$ cat config.mk
export PLATFORM = sky130hd
export DESIGN_NAME = mips_multicycle_control_flat
export DESIGN_NICKNAME = d
export VERILOG_FILES = /design/src/rtl/mips_multicycle_control_pkg.sv /design/src/rtl/mips_multicycle_control_if.sv /design/src/rtl/mips_multicycle_control_outputs.sv /design/src/rtl/mips_multicycle_control.sv /design/src/flat_wrapper.sv
export SDC_FILE = /design/constraint.sdc
export NUM_CORES = 1
export LEC_CHECK = 0
export BUFFER_PORTS_ARGS = -buffer_cell sky130_fd_sc_hd__clkbuf_2
export CAP_MARGIN = 10
export CORE_AREA = 5 5 42 44
export DETAILED_ROUTE_END_ITERATION = 12
export DIE_AREA = 0 0 47 49
export GPL_ROUTABILITY_DRIVEN = 0
export MAX_ROUTING_LAYER = met4
export PLACE_DENSITY = 0.8
export SLEW_MARGIN = 20
export SYNTH_ARGS = -nofsm -noshare
export SYNTH_HDL_FRONTEND = slang
export SYNTH_SLANG_ARGS = --single-unit
$ cat constraint.sdc
create_clock -name clock -period 1.5 [get_ports clock]
set_input_delay 0.075 -clock clock [delete_from_list [all_inputs] [get_ports clock]]
set_output_delay 0.075 -clock clock [all_outputs]
set_load 0.01 [all_outputs]
$ cat src/rtl/mips_multicycle_control_pkg.sv
// Shared constants and types for the multicycle MIPS control FSM:
// opcodes, state encodings, ALU/mux select codes and the control word.
package mips_ctrl_pkg;

  localparam int STATE_BITS = 4;

  localparam logic [5:0] OP_RTYPE = 6'b000000;
  localparam logic [5:0] OP_J     = 6'b000010;
  localparam logic [5:0] OP_BEQ   = 6'b000100;
  localparam logic [5:0] OP_ADDI  = 6'b001000;
  localparam logic [5:0] OP_LW    = 6'b100011;
  localparam logic [5:0] OP_SW    = 6'b101011;

  typedef enum logic [STATE_BITS-1:0] {
    FETCH    = 4'd0,
    DECODE   = 4'd1,
    MEMADDR  = 4'd2,
    MEMREAD  = 4'd3,
    MEMWB    = 4'd4,
    MEMWRITE = 4'd5,
    EXECUTE  = 4'd6,
    RTYPEWB  = 4'd7,
    BRANCH   = 4'd8,
    JUMP     = 4'd9,
    ADDI_EX  = 4'd10,
    ADDI_WB  = 4'd11
  } state_e;

  localparam logic [1:0] ALU_ADD   = 2'b00;
  localparam logic [1:0] ALU_SUB   = 2'b01;
  localparam logic [1:0] ALU_FUNCT = 2'b10;

  localparam logic [1:0] SRCB_REG      = 2'b00;
  localparam logic [1:0] SRCB_FOUR     = 2'b01;
  localparam logic [1:0] SRCB_IMM      = 2'b10;
  localparam logic [1:0] SRCB_IMM_SHL2 = 2'b11;

  localparam logic [1:0] PC_ALU    = 2'b00;
  localparam logic [1:0] PC_ALUOUT = 2'b01;
  localparam logic [1:0] PC_JUMP   = 2'b10;

  typedef struct packed {
    logic [1:0] aluOp;
    logic [1:0] aluSrcB;
    logic [1:0] pcSource;
    logic       regDst;
    logic       memtoReg;
    logic       memRead;
    logic       memWrite;
    logic       iorD;
    logic       regWrite;
    logic       irWrite;
    logic       pcWrite;
    logic       pcWriteCond;
    logic       aluSrcA;
    logic       instrDone;
  } ctrl_t;

endpackage

$ cat src/rtl/mips_multicycle_control_if.sv
// Control bundle between the multicycle control FSM (master) and the
// datapath (slave): opcode flows up, every control strobe flows down.
interface mips_ctrl_if #(parameter int STATE_W = 4);
  logic [5:0]         opcode;
  logic [1:0]         ALUOp;
  logic [1:0]         ALUSrcB;
  logic [1:0]         PCSource;
  logic               RegDst;
  logic               MemtoReg;
  logic               MemRead;
  logic               MemWrite;
  logic               IorD;
  logic               RegWrite;
  logic               IRWrite;
  logic               PCWrite;
  logic               PCWriteCond;
  logic               ALUSrcA;
  logic [STATE_W-1:0] state_out;
  logic               instr_done;
  logic               illegal_op;

  modport master (
    input  opcode,
    output ALUOp, ALUSrcB, PCSource, RegDst, MemtoReg, MemRead, MemWrite,
           IorD, RegWrite, IRWrite, PCWrite, PCWriteCond, ALUSrcA,
           state_out, instr_done, illegal_op
  );

  modport slave (
    output opcode,
    input  ALUOp, ALUSrcB, PCSource, RegDst, MemtoReg, MemRead, MemWrite,
           IorD, RegWrite, IRWrite, PCWrite, PCWriteCond, ALUSrcA,
           state_out, instr_done, illegal_op
  );
endinterface

$ cat src/rtl/mips_multicycle_control_outputs.sv
// Pure state-to-control decode for the multicycle control FSM.
// Outputs depend on the state register and reset only, never on opcode.
// Define MIPS_CTRL_ADDI_EN to decode the ADDI execute/writeback states.
module mips_ctrl_outputs
  import mips_ctrl_pkg::*;
(
  input  state_e state_i,
  input  logic   reset_i,
  output ctrl_t  ctrl_o
);

  // Moore decode: every strobe defaults low, reset forces the whole word low
  always_comb begin
    ctrl_o = '0;
    if (!reset_i) begin
      case (state_i)
        FETCH: begin
          ctrl_o.memRead = 1'b1;
          ctrl_o.irWrite = 1'b1;
          ctrl_o.pcWrite = 1'b1;
          ctrl_o.aluSrcB = SRCB_FOUR;
          ctrl_o.aluOp   = ALU_ADD;
          ctrl_o.pcSource = PC_ALU;
        end
        DECODE: begin
          ctrl_o.aluSrcB = SRCB_IMM_SHL2;
          ctrl_o.aluOp   = ALU_ADD;
        end
        MEMADDR: begin
          ctrl_o.aluSrcA = 1'b1;
          ctrl_o.aluSrcB = SRCB_IMM;
          ctrl_o.aluOp   = ALU_ADD;
        end
        MEMREAD: begin
          ctrl_o.memRead = 1'b1;
          ctrl_o.iorD    = 1'b1;
        end
        MEMWB: begin
          ctrl_o.regWrite  = 1'b1;
          ctrl_o.memtoReg  = 1'b1;
          ctrl_o.instrDone = 1'b1;
        end
        MEMWRITE: begin
          ctrl_o.memWrite  = 1'b1;
          ctrl_o.iorD      = 1'b1;
          ctrl_o.instrDone = 1'b1;
        end
        EXECUTE: begin
          ctrl_o.aluSrcA = 1'b1;
          ctrl_o.aluSrcB = SRCB_REG;
          ctrl_o.aluOp   = ALU_FUNCT;
        end
        RTYPEWB: begin
          ctrl_o.regWrite  = 1'b1;
          ctrl_o.regDst    = 1'b1;
          ctrl_o.instrDone = 1'b1;
        end
        BRANCH: begin
          ctrl_o.aluSrcA     = 1'b1;
          ctrl_o.aluSrcB     = SRCB_REG;
          ctrl_o.aluOp       = ALU_SUB;
          ctrl_o.pcWriteCond = 1'b1;
          ctrl_o.pcSource    = PC_ALUOUT;
          ctrl_o.instrDone   = 1'b1;
        end
        JUMP: begin
          ctrl_o.pcWrite   = 1'b1;
          ctrl_o.pcSource  = PC_JUMP;
          ctrl_o.instrDone = 1'b1;
        end
`ifdef MIPS_CTRL_ADDI_EN
        ADDI_EX: begin
          ctrl_o.aluSrcA = 1'b1;
          ctrl_o.aluSrcB = SRCB_IMM;
          ctrl_o.aluOp   = ALU_ADD;
        end
        ADDI_WB: begin
          ctrl_o.regWrite  = 1'b1;
          ctrl_o.instrDone = 1'b1;
        end
`endif
        default: ctrl_o = '0;
      endcase
    end
  end

endmodule

$ cat src/rtl/mips_multicycle_control.sv
// Multicycle MIPS control FSM: sequences fetch/decode/execute/memory/
// writeback and drives every datapath control through mips_ctrl_if.
// Define MIPS_CTRL_ADDI_EN to add the ADDI_EX/ADDI_WB path; without it
// opcode 001000 is reported as illegal.
module mips_multicycle_control
  import mips_ctrl_pkg::*;
#(
  parameter int STATE_W = STATE_BITS
) (
  input  logic        clock,
  input  logic        reset,
  mips_ctrl_if.master ctrl
);

  state_e stateQ, stateD;
  logic   illegalQ, illegalD;
  ctrl_t  ctrlW;

  // State and sticky illegal-opcode flag; reset abandons any instruction
  always_ff @(posedge clock) begin
    if (reset) begin
      stateQ   <= FETCH;
      illegalQ <= 1'b0;
    end else begin
      stateQ   <= stateD;
      illegalQ <= illegalD;
    end
  end

  // Next-state: opcode steers DECODE and MEMADDR, everything else is fixed
  always_comb begin
    stateD   = FETCH;
    illegalD = illegalQ;
    case (stateQ)
      FETCH: stateD = DECODE;
      DECODE: begin
        case (ctrl.opcode)
          OP_LW, OP_SW: stateD = MEMADDR;
          OP_RTYPE:     stateD = EXECUTE;
          OP_BEQ:       stateD = BRANCH;
          OP_J:         stateD = JUMP;
`ifdef MIPS_CTRL_ADDI_EN
          OP_ADDI:      stateD = ADDI_EX;
`endif
          default: begin
            stateD   = FETCH;
            illegalD = 1'b1;
          end
        endcase
      end
      MEMADDR: begin
        if (ctrl.opcode == OP_LW) begin
          stateD = MEMREAD;
        end else if (ctrl.opcode == OP_SW) begin
          stateD = MEMWRITE;
        end else begin
          stateD = FETCH;
        end
      end
      MEMREAD: stateD = MEMWB;
      EXECUTE: stateD = RTYPEWB;
`ifdef MIPS_CTRL_ADDI_EN
      ADDI_EX: stateD = ADDI_WB;
`endif
      default: stateD = FETCH;
    endcase
  end

  mips_ctrl_outputs u_outputs (
    .state_i (stateQ),
    .reset_i (reset),
    .ctrl_o  (ctrlW)
  );

  assign ctrl.ALUOp       = ctrlW.aluOp;
  assign ctrl.ALUSrcB     = ctrlW.aluSrcB;
  assign ctrl.PCSource    = ctrlW.pcSource;
  assign ctrl.RegDst      = ctrlW.regDst;
  assign ctrl.MemtoReg    = ctrlW.memtoReg;
  assign ctrl.MemRead     = ctrlW.memRead;
  assign ctrl.MemWrite    = ctrlW.memWrite;
  assign ctrl.IorD        = ctrlW.iorD;
  assign ctrl.RegWrite    = ctrlW.regWrite;
  assign ctrl.IRWrite     = ctrlW.irWrite;
  assign ctrl.PCWrite     = ctrlW.pcWrite;
  assign ctrl.PCWriteCond = ctrlW.pcWriteCond;
  assign ctrl.ALUSrcA     = ctrlW.aluSrcA;
  assign ctrl.instr_done  = ctrlW.instrDone;
  assign ctrl.state_out   = reset ? '0 : STATE_W'(stateQ);
  assign ctrl.illegal_op  = illegalQ & ~reset;

endmodule
$ cat src/flat_wrapper.sv
// flat-port wrapper written by rule: the top's interface ports become plain ports
module mips_multicycle_control_flat import mips_ctrl_pkg::*;
#(
  parameter int STATE_W = STATE_BITS
)
  (clock, reset, ctrl_opcode, ctrl_ALUOp, ctrl_ALUSrcB, ctrl_PCSource, ctrl_RegDst, ctrl_MemtoReg, ctrl_MemRead, ctrl_MemWrite, ctrl_IorD, ctrl_RegWrite, ctrl_IRWrite, ctrl_PCWrite, ctrl_PCWriteCond, ctrl_ALUSrcA, ctrl_state_out, ctrl_instr_done, ctrl_illegal_op);
  mips_ctrl_if #(.STATE_W(STATE_W)) ctrl_i ();
  input  logic clock;
  input  logic reset;
  input wire logic [$bits(ctrl_i.opcode)-1:0] ctrl_opcode;
  output wire logic [$bits(ctrl_i.ALUOp)-1:0] ctrl_ALUOp;
  output wire logic [$bits(ctrl_i.ALUSrcB)-1:0] ctrl_ALUSrcB;
  output wire logic [$bits(ctrl_i.PCSource)-1:0] ctrl_PCSource;
  output wire logic [$bits(ctrl_i.RegDst)-1:0] ctrl_RegDst;
  output wire logic [$bits(ctrl_i.MemtoReg)-1:0] ctrl_MemtoReg;
  output wire logic [$bits(ctrl_i.MemRead)-1:0] ctrl_MemRead;
  output wire logic [$bits(ctrl_i.MemWrite)-1:0] ctrl_MemWrite;
  output wire logic [$bits(ctrl_i.IorD)-1:0] ctrl_IorD;
  output wire logic [$bits(ctrl_i.RegWrite)-1:0] ctrl_RegWrite;
  output wire logic [$bits(ctrl_i.IRWrite)-1:0] ctrl_IRWrite;
  output wire logic [$bits(ctrl_i.PCWrite)-1:0] ctrl_PCWrite;
  output wire logic [$bits(ctrl_i.PCWriteCond)-1:0] ctrl_PCWriteCond;
  output wire logic [$bits(ctrl_i.ALUSrcA)-1:0] ctrl_ALUSrcA;
  output wire logic [$bits(ctrl_i.state_out)-1:0] ctrl_state_out;
  output wire logic [$bits(ctrl_i.instr_done)-1:0] ctrl_instr_done;
  output wire logic [$bits(ctrl_i.illegal_op)-1:0] ctrl_illegal_op;
  assign ctrl_i.opcode = ctrl_opcode;
  assign ctrl_ALUOp = ctrl_i.ALUOp;
  assign ctrl_ALUSrcB = ctrl_i.ALUSrcB;
  assign ctrl_PCSource = ctrl_i.PCSource;
  assign ctrl_RegDst = ctrl_i.RegDst;
  assign ctrl_MemtoReg = ctrl_i.MemtoReg;
  assign ctrl_MemRead = ctrl_i.MemRead;
  assign ctrl_MemWrite = ctrl_i.MemWrite;
  assign ctrl_IorD = ctrl_i.IorD;
  assign ctrl_RegWrite = ctrl_i.RegWrite;
  assign ctrl_IRWrite = ctrl_i.IRWrite;
  assign ctrl_PCWrite = ctrl_i.PCWrite;
  assign ctrl_PCWriteCond = ctrl_i.PCWriteCond;
  assign ctrl_ALUSrcA = ctrl_i.ALUSrcA;
  assign ctrl_state_out = ctrl_i.state_out;
  assign ctrl_instr_done = ctrl_i.instr_done;
  assign ctrl_illegal_op = ctrl_i.illegal_op;
  mips_multicycle_control #(.STATE_W(STATE_W)) u_core (.clock(clock), .reset(reset), .ctrl(ctrl_i));
endmodule
==> results of run 1 <==
[flip-flops by register name, indices dropped and copies added (netlist names)]
name,cells
u_core.stateQ,4
u_core.illegalQ,1
[synth_stat cells]
| master | instances |
|---|---|
| nor3_1 | 7 |
| a311o_1 | 1 |
| or4_4 | 1 |
| o21bai_1 | 1 |
| or4b_1 | 1 |
| or3_1 | 1 |
| o211ai_1 | 2 |
| o22a_1 | 1 |
| clkbuf_1 | 7 |
| dfxtp_1 | 5 |
| xnor2_1 | 2 |
| nand2_1 | 6 |
| nor2b_1 | 3 |
| nor4_1 | 8 |
| and4_1 | 1 |
| a21oi_1 | 6 |
| a21boi_0 | 1 |
| nor2_1 | 11 |
| nor4b_1 | 1 |
| inv_1 | 5 |
| nand3_1 | 1 |
| a41o_1 | 1 |
| xor2_1 | 1 |
| or2_2 | 1 |
| nand2b_1 | 4 |
[critical path, stage by stage, from the launching register on]
cell,delay [ns]
dfxtp_1,0.37
buf_4,0.20
nor3_1,0.18
a21oi_1,0.06
nor3_1,0.12
clkbuf_2,0.16
[layout by cell type (no fill, tap or decap), drive strengths merged]
cell,synthesis,final
a21boi,1,1
a21oi,6,6
a311o,1,1
a41o,1,1
and4,1,1
buf,0,5
clkbuf,7,33
dfxtp,5,5
inv,5,5
nand2,6,6
nand2b,4,4
nand3,1,1
nor2,11,11
nor2b,3,3
nor3,7,7
nor4,8,8
nor4b,1,1
o211ai,2,2
o21bai,1,1
o22a,1,1
or2,1,1
or3,1,1
or4,1,1
or4b,1,1
xnor2,2,2
xor2,1,1
[through the flow]
| step | setup TNS [ns] | instances | worst slack, ns |
|---|---|---|---|
| after floorplan | 0 | 79 | 0.1654 |
| after global placement | 0 | 122 | 0.07697 |
| after detailed placement | 0 | 122 | 0.02073 |
| after CTS | -0.003492 | 126 | -0.003492 |
| after global routing | -0.009846 | 126 | -0.006578 |
| final | 0 | 126 | 0.07588 |
[power by group]
| part | internal, uW | switching, uW | total, uW |
|---|---|---|---|
| clock network | 101 | 60.3 | 161 |
| logic | 43.1 | 55.9 | 99.0 |
| registers | 139 | 7.27 | 147 |
[cells by family (layout without fill, tap and decap cells)]
kind of cell,count (synthesis),count (layout),synth area share [%]
DFF,5,5,19.66
xor gates and xnor gates,3,3,5.161
AOI/OAI and AO/OA,13,13,17.45
and+or+nand+nor,46,46,48.89
buffers and inverters,12,43,8.847
[worst max-delay path by stage]
stage	from	endpoint	cells past startpoint
global placement	ctrl_opcode[0]	u_core.stateQ[0]	4
detailed placement	ctrl_opcode[0]	u_core.stateQ[0]	4
finish	u_core.stateQ[1]	ctrl_ALUSrcA	5
floorplan	u_core.stateQ[2]	ctrl_MemtoReg	4
global route	u_core.stateQ[3]	ctrl_IRWrite	3
CTS	u_core.stateQ[3]	ctrl_MemtoReg	4
[per-layer routing]
metal  track usage, %  share of wire [%]
met5                -                  0
met4            5.069               0.26
met3            6.642                7.9
met2            19.91                 44
met1            18.90                 48
[timing repair]
item	CTS	global route
gates resized for setup	1	5
endpoints found under the setup margin	3	14
buffers inserted	0	0
[final cells by class]
| type | instances | area, um2 |
|---|---|---|
| clock buffers | 4 | 26.28 |
| fillers | 142 | 670.6 |
| inverters | 5 | 18.77 |
| multi-input cells | 62 | 380.4 |
| flip-flops and latches | 5 | 102.6 |
| well taps | 16 | 20.02 |
| repair buffers | 34 | 182.7 |
==> out/qor.csv, run 1 <==
stage,metric,value,unit
detailed_routing,num_vias,688,
worst_setup_path,crit_type,reg2out,
clocking,clk_pin_slew_worst_paths,0.05,ns
detailed_routing,ant_nets,0,
detailed_routing,wl_per_cell,12.21,um
hold_path,worstHoldPathCells,3,
sta,fmax,702.2,MHz
global_routing,overflow,0,
layout,diodes,0,
synth,syn_nets,87,
hold_path,min_to,u_core.stateQ[3],
synth,synth-seq-cells,5,
clocking,cts_made_buffers,3,
synth,synth_top_area_share,19.66,%
synth,yosys-top-cells-area,"dfxtp_1 (20%), nor4_1 (9.8%), nor2_1 (8.1%), nor3_1 (6.9%), a21oi_1 (5.9%)",
sta,hold_viol_final,0,
sta,whs,0.1243,ns
floorplanning,placementRows,14,
hold_path,min_from,ctrl_opcode[3],
synth,synth_area_leader_cell,dfxtp_1,
clocking,cts_hold_buf,0,
floorplanning,die_x,47,um
layout,area_growth,43.49,%
clocking,clock_latency,0.24,ns
sta,setup_violations,0,
power,power.total,406.9,uW
detailed_routing,firstDrtPassIters,4,
synth,avgSynthCellArea,6.446,um2
worst_setup_path,r2r_start,u_core.stateQ[3],
clocking,h-tree-depth,1,
clocking,cts.sinks,5,
run,cap_violations,0,
clocking,cts-root-buf,clkbuf_4,
synth,synthesis.area,509.2,um2
sta,slew_viol_final,0,
worst_setup_path,cp-start-kind,flip-flop,
layout,fin_area,730.7,um2
floorplanning,design.core.area,1401,um2
global_routing,antenna_found_initial,0,
floorplanning,fp.dieArea,2303,um2
synth,yosysSeqAreaShare,19.66,%
place,port_buffers,29,
hold_path,min_path_type,in2reg,
worst_setup_path,worstReg2RegEnd,u_core.illegalQ,
layout,finish.net_count,119,
outcome,outcome,"finished, final reports clean",
detailed_routing,drcViolationCount,0,
worst_setup_path,crit_arrival,1.35,ns
sta,skew,0.0007130,ns
sta,max_slew_margin,73.24,%
floorplanning,start_util,36.34,%
floorplanning,ios,30,
global_routing,grt_pass1_wl,2456,um
sta,post-route-period-util,94.94,%
sta,layout_min_cycle_time,1.424,ns
place,dp_hpwl,1159,um
clocking,cts.path.max_buffers,2,
worst_setup_path,worst-path-max-fanout,11,
power,power.density,556.9,nW/um2
global_routing,grtUsageTotal,14.66,%
place,postPlaceCellArea,685.7,um2
detailed_routing,vias_per_cell,5.460,
worst_setup_path,rr_worst_depth,3,
power,peakVddDrop,0.2918,mV
layout,drive_above_1_share,40.91,%
detailed_routing,dr.first_iter.drc_count,15,
synth,synth.distinct_cells,25,
global_routing,grt_pass1_vias,609,
sta,tightestPinTransition,0.3983,ns
power,p_leak,0.0003653,uW
detailed_routing,finalWirelength,1538,um
clocking,tritoncts,yes,
layout,fin_util,52.14,%
global_routing,grt_max_degree,18,
synth,yosys_warnings,0,
sta,rsz0062_at_grt,true,
worst_setup_path,required,1.42,ns
worst_setup_path,cp-end-kind,output port,
synth,synth_cells,79,
worst_setup_path,r2r_slack,0.24,ns
floorplanning,die_y,49,um
Note: power is estimated with default switching activity, not from simulation.
==> run 2: changes to the inputs <==
==> constraint.sdc (replaced) <==
create_clock -name clock -period 1.5 [get_ports clock]
set_input_delay 0.3 -clock clock [delete_from_list [all_inputs] [get_ports clock]]
set_output_delay 0.3 -clock clock [all_outputs]
set_load 0.01 [all_outputs]
==> out/qor.csv, run 2 (synthesized netlist as in run 1, its figures left out) <==
stage,metric,value,unit,change
power,p_leak,0.0004949,uW,+35%
run,cap_violations,0,,unchanged
floorplanning,start_util,36.34,%,unchanged
clocking,cts_hold_buf,0,,unchanged
detailed_routing,firstDrtPassIters,4,,unchanged
detailed_routing,dr.first_iter.drc_count,24,,+9
sta,setup_ws,-0.09921,ns,-0.1751 ns
detailed_routing,num_vias,823,,+20%
layout,final_cell_mix,"clkbuf_2 (18), buf_4 (18), buf_2 (11), nor2_1 (8), buf_6 (6)",,
global_routing,grt_pass1_vias,759,,+25%
place,dp_hpwl,1278,um,+10%
layout,fin_area,987.2,um2,+35%
floorplanning,die_x,47,um,unchanged
clocking,tritoncts,yes,,
global_routing,grtUsageMet2,33.94,%,+14 points
power,switching_share,31.93,%,+1.6 points
power,power_frac_comb,32.4,%,+8.1 points
floorplanning,design.core.area,1401,um2,unchanged
layout,top_regs,"u_core.stateQ (4), u_core.illegalQ (1)",,
floorplanning,ios,30,,unchanged
place,place_ws,-0.1021,ns,-0.1228 ns
power,power.density,460.1,nW/um2,-17%
sta,fmax,625.3,MHz,-11%
layout,drive_above_1_share,63.57,%,+23 points
layout,stdcell_count,145,,+15%
sta,skew,0.0002544,ns,-0.0004585 ns
floorplanning,fp.dieArea,2303,um2,unchanged
layout,largest_reg_flops,4,,unchanged
worst_setup_path,cp-end-kind,output port,,
power,share_seq_of_total_power,31.6,%,-4.4 points
outcome,outcome,finished with violations,,
global_routing,grtUsageMet3,4.428,%,-2.2 points
worst_setup_path,crit_arrival,1.30,ns,-0.05 ns
detailed_routing,wl_per_cell,16.46,um,+35%
layout,area_growth,93.86,%,
power,clockPowerShare,36.1,%,-3.5 points
detailed_routing,vias_per_cell,5.676,,+3.9%
global_routing,grt_max_degree,11,,-7
power,p_switching,145.0,uW,+17%
worst_setup_path,rr_worst_depth,7,,+4
worst_setup_path,worst-path-max-fanout,5,,-6
global_routing,overflow,0,,unchanged
detailed_routing,ant_nets,0,,unchanged
power,power.total,454.2,uW,+12%
detailed_routing,finalWirelength,2387,um,+55%
sta,slew_viol_final,0,,unchanged
hold_path,min_path_type,in2reg,,
clocking,cts-root-buf,clkbuf_4,,
sta,layout_min_cycle_time,1.599,ns,+0.1751 ns
global_routing,grt_pass1_wl,3491,um,+42%
global_routing,antenna_found_initial,0,,unchanged
sta,max_slew_margin,70.35,%,-2.9 points
layout,fin_util,70.45,%,+18 points
place,postPlaceCellArea,753.2,um2,+9.9%
clocking,clock_latency,0.25,ns,about the same
global_routing,grt_use_met1,22.20,%,+3.3 points
floorplanning,die_y,49,um,unchanged
layout,finish.net_count,138,,+16%
layout,top_register,u_core.stateQ,,
worst_setup_path,cp-start-kind,flip-flop,,
sta,post-route-period-util,106.6,%,+12 points
hold_path,worstHoldPathCells,3,,unchanged
worst_setup_path,crit_type,reg2out,,
clocking,cts_made_buffers,3,,unchanged
sta,setup_violations,10,,+10
worst_setup_path,required,1.20,ns,-0.22 ns
sta,hold_viol_final,0,,unchanged
sta,tightestPinTransition,0.4413,ns,+0.04306 ns
clocking,cts.sinks,5,,unchanged
place,port_buffers,29,,unchanged
outcome,violations,negative setup slack,,
global_routing,grtUsageTotal,20.94,%,+6.3 points
global_routing,grt.busiest_layer,met2,,
clocking,cts.path.max_buffers,2,,unchanged
clocking,h-tree-depth,1,,unchanged
place,dpl.cell_count,131,,+7.4%
power,intPower,309.2,uW,+9.1%
sta,rsz0062_at_grt,true,,
layout,diodes,0,,unchanged
clocking,clk_pin_slew_worst_paths,0.04,ns,about the same
detailed_routing,drcViolationCount,0,,unchanged
floorplanning,placementRows,14,,unchanged
power,peakVddDrop,0.2368,mV,-19%
-- run 2: cell count changes in the layout (fill, tap and decap cells not counted), moves of 4 or more --
cell	before	now
buf_2	0	11
clkbuf_2	29	18
nand2b_4	0	4
buf_6	0	6
buf_4	5	18
-- run 2: per-stage QoR --
step	hold WS [ns]	TNS (ns)
global placement	0.5880	-0.07485
global route	0.3406	-1.253
detailed placement	0.6014	-0.1021
floorplan	0.4787	0
CTS	0.3242	-0.5715
finish	0.3390	-0.5851
-- run 2: worst paths after layout --
check	slack, ns	from	end
min	0.34	ctrl_opcode[5]	u_core.stateQ[3]
max reg2reg	0.08	u_core.stateQ[0]	u_core.stateQ[1]
min reg2reg	0.52	u_core.stateQ[0]	u_core.stateQ[0]
max	-0.1	u_core.stateQ[3]	ctrl_PCSource[0]
-- run 2: worst max-delay path: stages, from the launching register on --
cell and delay [ns]:
dfxtp_4 0.38, buf_4 0.15, nand2b_4 0.08, nor4_2 0.26, buf_2 0.18
-- run 2: final cells by class --
cell class | count | area (um2)
multi-input combinational | 62 | 461.7
fill | 102 | 414.1
timing repair buffer | 53 | 347.8
clock buffer | 4 | 26.28
tap | 16 | 20.02
inverter | 5 | 18.77
sequential | 5 | 112.6
-- run 2: layer usage --
metal | share of wire (%) | vias up
met3 | 5.2 | 10
met1 | 38 | 394
met2 | 53 | 37
met5 | 0 | -
met4 | 3.9 | 0
li1 | - | 382
-- run 2: what timing repair did --
item / CTS / global route
resized for setup: 19 / 26
pin swaps: 2 / 2
buffers inserted: 7 / 3
setup endpoints to repair: 18 / 17
-- run 2: power by group through the flow --
stage                     clock (uW)  combinational [uW]  sequential [uW]
after floorplan                    0                56.6              144
final                            164                 147              143
after CTS                        167                 130              142
after global placement             0                 108              149
after detailed placement           0                 111              149
after global routing             171                 158              144
==> run 3: changes to the inputs <==
Settings changed: MAX_ROUTING_LAYER met4 to default.
==> out/qor.csv, run 3 (synthesized netlist as in run 1, its figures left out) <==
stage,metric,value,unit,change
sta,skew,0.0005370,ns,+0.0002826 ns
worst_setup_path,required,1.20,ns,about the same
power,power.density,461.9,nW/um2,+0.40%
detailed_routing,dr.first_iter.drc_count,30,,+25%
outcome,violations,negative setup slack,,
layout,diodes,0,,unchanged
worst_setup_path,r2r_start,u_core.stateQ[0],,
global_routing,grt_pass1_vias,752,,-0.92%
sta,rsz0062_at_grt,true,,
detailed_routing,ant_nets,0,,unchanged
hold_path,worstHoldPathCells,3,,unchanged
worst_setup_path,crit_type,reg2out,,
layout,nFillCells,102,,unchanged
sta,tightestPinTransition,0.4351,ns,-0.006201 ns
floorplanning,ios,30,,unchanged
power,peakVddDrop,0.2371,mV,+0.12%
layout,top_regs,"u_core.stateQ (4), u_core.illegalQ (1)",,
run,cap_violations,0,,unchanged
worst_setup_path,worst-path-max-fanout,5,,unchanged
sta,layout_min_cycle_time,1.597,ns,-0.002447 ns
floorplanning,design.core.area,1401,um2,unchanged
worst_setup_path,r2r_slack,0.08,ns,about the same
worst_setup_path,worstReg2RegEnd,u_core.stateQ[1],,
sta,slew_viol_final,0,,unchanged
sta,max_slew_margin,70.77,%,+0.42 points
floorplanning,start_util,36.34,%,unchanged
worst_setup_path,rr_worst_depth,7,,unchanged
hold_path,min_from,ctrl_opcode[5],,
worst_setup_path,cp-end-kind,output port,,
global_routing,grtUsageTotal,20.49,%,-0.45 points
sta,whs,0.3339,ns,-0.005085 ns
worst_setup_path,crit_arrival,1.30,ns,about the same
clocking,cts_hold_buf,0,,unchanged
worst_setup_path,cp-start-kind,flip-flop,,
clocking,clock_latency,0.25,ns,about the same
layout,final_cell_mix,"clkbuf_2 (18), buf_4 (18), buf_2 (11), nor2_1 (8), buf_6 (6)",,
hold_path,min_to,u_core.stateQ[3],,
layout,finish.net_count,138,,unchanged
sta,hold_viol_final,0,,unchanged
layout,fin_util,70.45,%,unchanged
hold_path,min_path_type,in2reg,,
sta,post-route-period-util,106.5,%,-0.16 points
sta,tns,-0.5830,ns,+0.002071 ns
detailed_routing,drcViolationCount,0,,unchanged
floorplanning,die_x,47,um,unchanged
sta,setup_violations,10,,unchanged
clocking,cts_made_buffers,3,,unchanged
clocking,tritoncts,yes,,
sta,fmax,626.3,MHz,+0.15%
place,place_ws,-0.1021,ns,unchanged
detailed_routing,finalWirelength,2380,um,-0.29%
clocking,cts.sinks,5,,unchanged
detailed_routing,num_vias,822,,-0.12%
global_routing,overflow,0,,unchanged
layout,top_register,u_core.stateQ,,
layout,area_growth,93.86,%,unchanged
outcome,outcome,finished with violations,,
floorplanning,placementRows,14,,unchanged
global_routing,grt_pass1_wl,3505,um,+0.40%
floorplanning,die_y,49,um,unchanged
clocking,cts-root-buf,clkbuf_4,,
clocking,h-tree-depth,1,,unchanged
floorplanning,fp.dieArea,2303,um2,unchanged
detailed_routing,wl_per_cell,16.41,um,-0.29%
detailed_routing,vias_per_cell,5.669,,-0.12%
global_routing,antenna_found_initial,0,,unchanged
global_routing,grt_max_degree,11,,unchanged
detailed_routing,firstDrtPassIters,4,,unchanged
clocking,clk_pin_slew_worst_paths,0.04,ns,about the same
sta,setup_ws,-0.09676,ns,+0.002448 ns
clocking,cts.path.max_buffers,2,,unchanged
layout,largest_reg_flops,4,,unchanged
power,p_leak,0.0004949,uW,unchanged
place,port_buffers,29,,unchanged
layout,drive_above_1_share,63.57,%,unchanged
place,dp_hpwl,1278,um,unchanged
-- run 3: worst max-delay path, stage by stage, from the launching register on --
cell,delay [ns]
dfxtp_4,0.38
buf_4,0.15
nand2b_4,0.08
nor4_2,0.25
buf_2,0.18
-- run 3: how the worst max path moves through the flow --
| stage | cells after the start | from | slack (ns) | to |
|---|---|---|---|---|
| 2_1_floorplan | 3 | u_core.stateQ[3] | 0.02 | ctrl_IRWrite |
| 3_3_place_gp | 4 | ctrl_opcode[0] | -0.07 | u_core.stateQ[0] |
| 3_5_place_dp | 4 | ctrl_opcode[0] | -0.10 | u_core.stateQ[0] |
| 4_1_cts | 3 | u_core.stateQ[3] | -0.07 | ctrl_IRWrite |
| 5_1_grt | 5 | u_core.stateQ[3] | -0.15 | ctrl_instr_done |
| 6_report | 4 | u_core.stateQ[3] | -0.1 | ctrl_PCSource[0] |
-- run 3: per-stage QoR --
stage	total power, uW	instance area (um2)	std cells
2_1_floorplan	200.7	510.5	79
3_3_place_gp	257.6	753.2	131
3_5_place_dp	260.4	753.2	131
4_1_cts	439.7	908.4	142
5_1_grt	473.0	987.2	145
6_report	456.0	987.2	145
-- run 3: layer usage --
metal | global-route usage, % | up-vias | routed length [um]
met2 | 33.94 | 35 | 1261
li1 | - | 380 | -
met4 | 11.98 | 0 | 63
met5 | 0 | - | 0
met3 | 4.428 | 5 | 143
met1 | 22.64 | 402 | 911
-- run 3: cell type report --
cell class | instances | area, um2 | share of cell area, %
multi-input combinational | 62 | 461.7 | 46.77
inverter | 5 | 18.77 | 1.901
timing repair buffer | 53 | 347.8 | 35.23
tap | 16 | 20.02 | 2.028
sequential | 5 | 112.6 | 11.41
clock buffer | 4 | 26.28 | 2.662
-- run 3: repair_timing --
item,4_1_cts,5_1_grt
setup buffers,7,3
setup endpoints to repair,18,17
gates resized for setup,19,26
pin swaps,2,2
-- run 3: power by group --
part           switching [uW]  total (uW)  internal, uW
Clock                    64.7         166           101
Sequential               7.82         143           136
Combinational            74.2         147          72.6
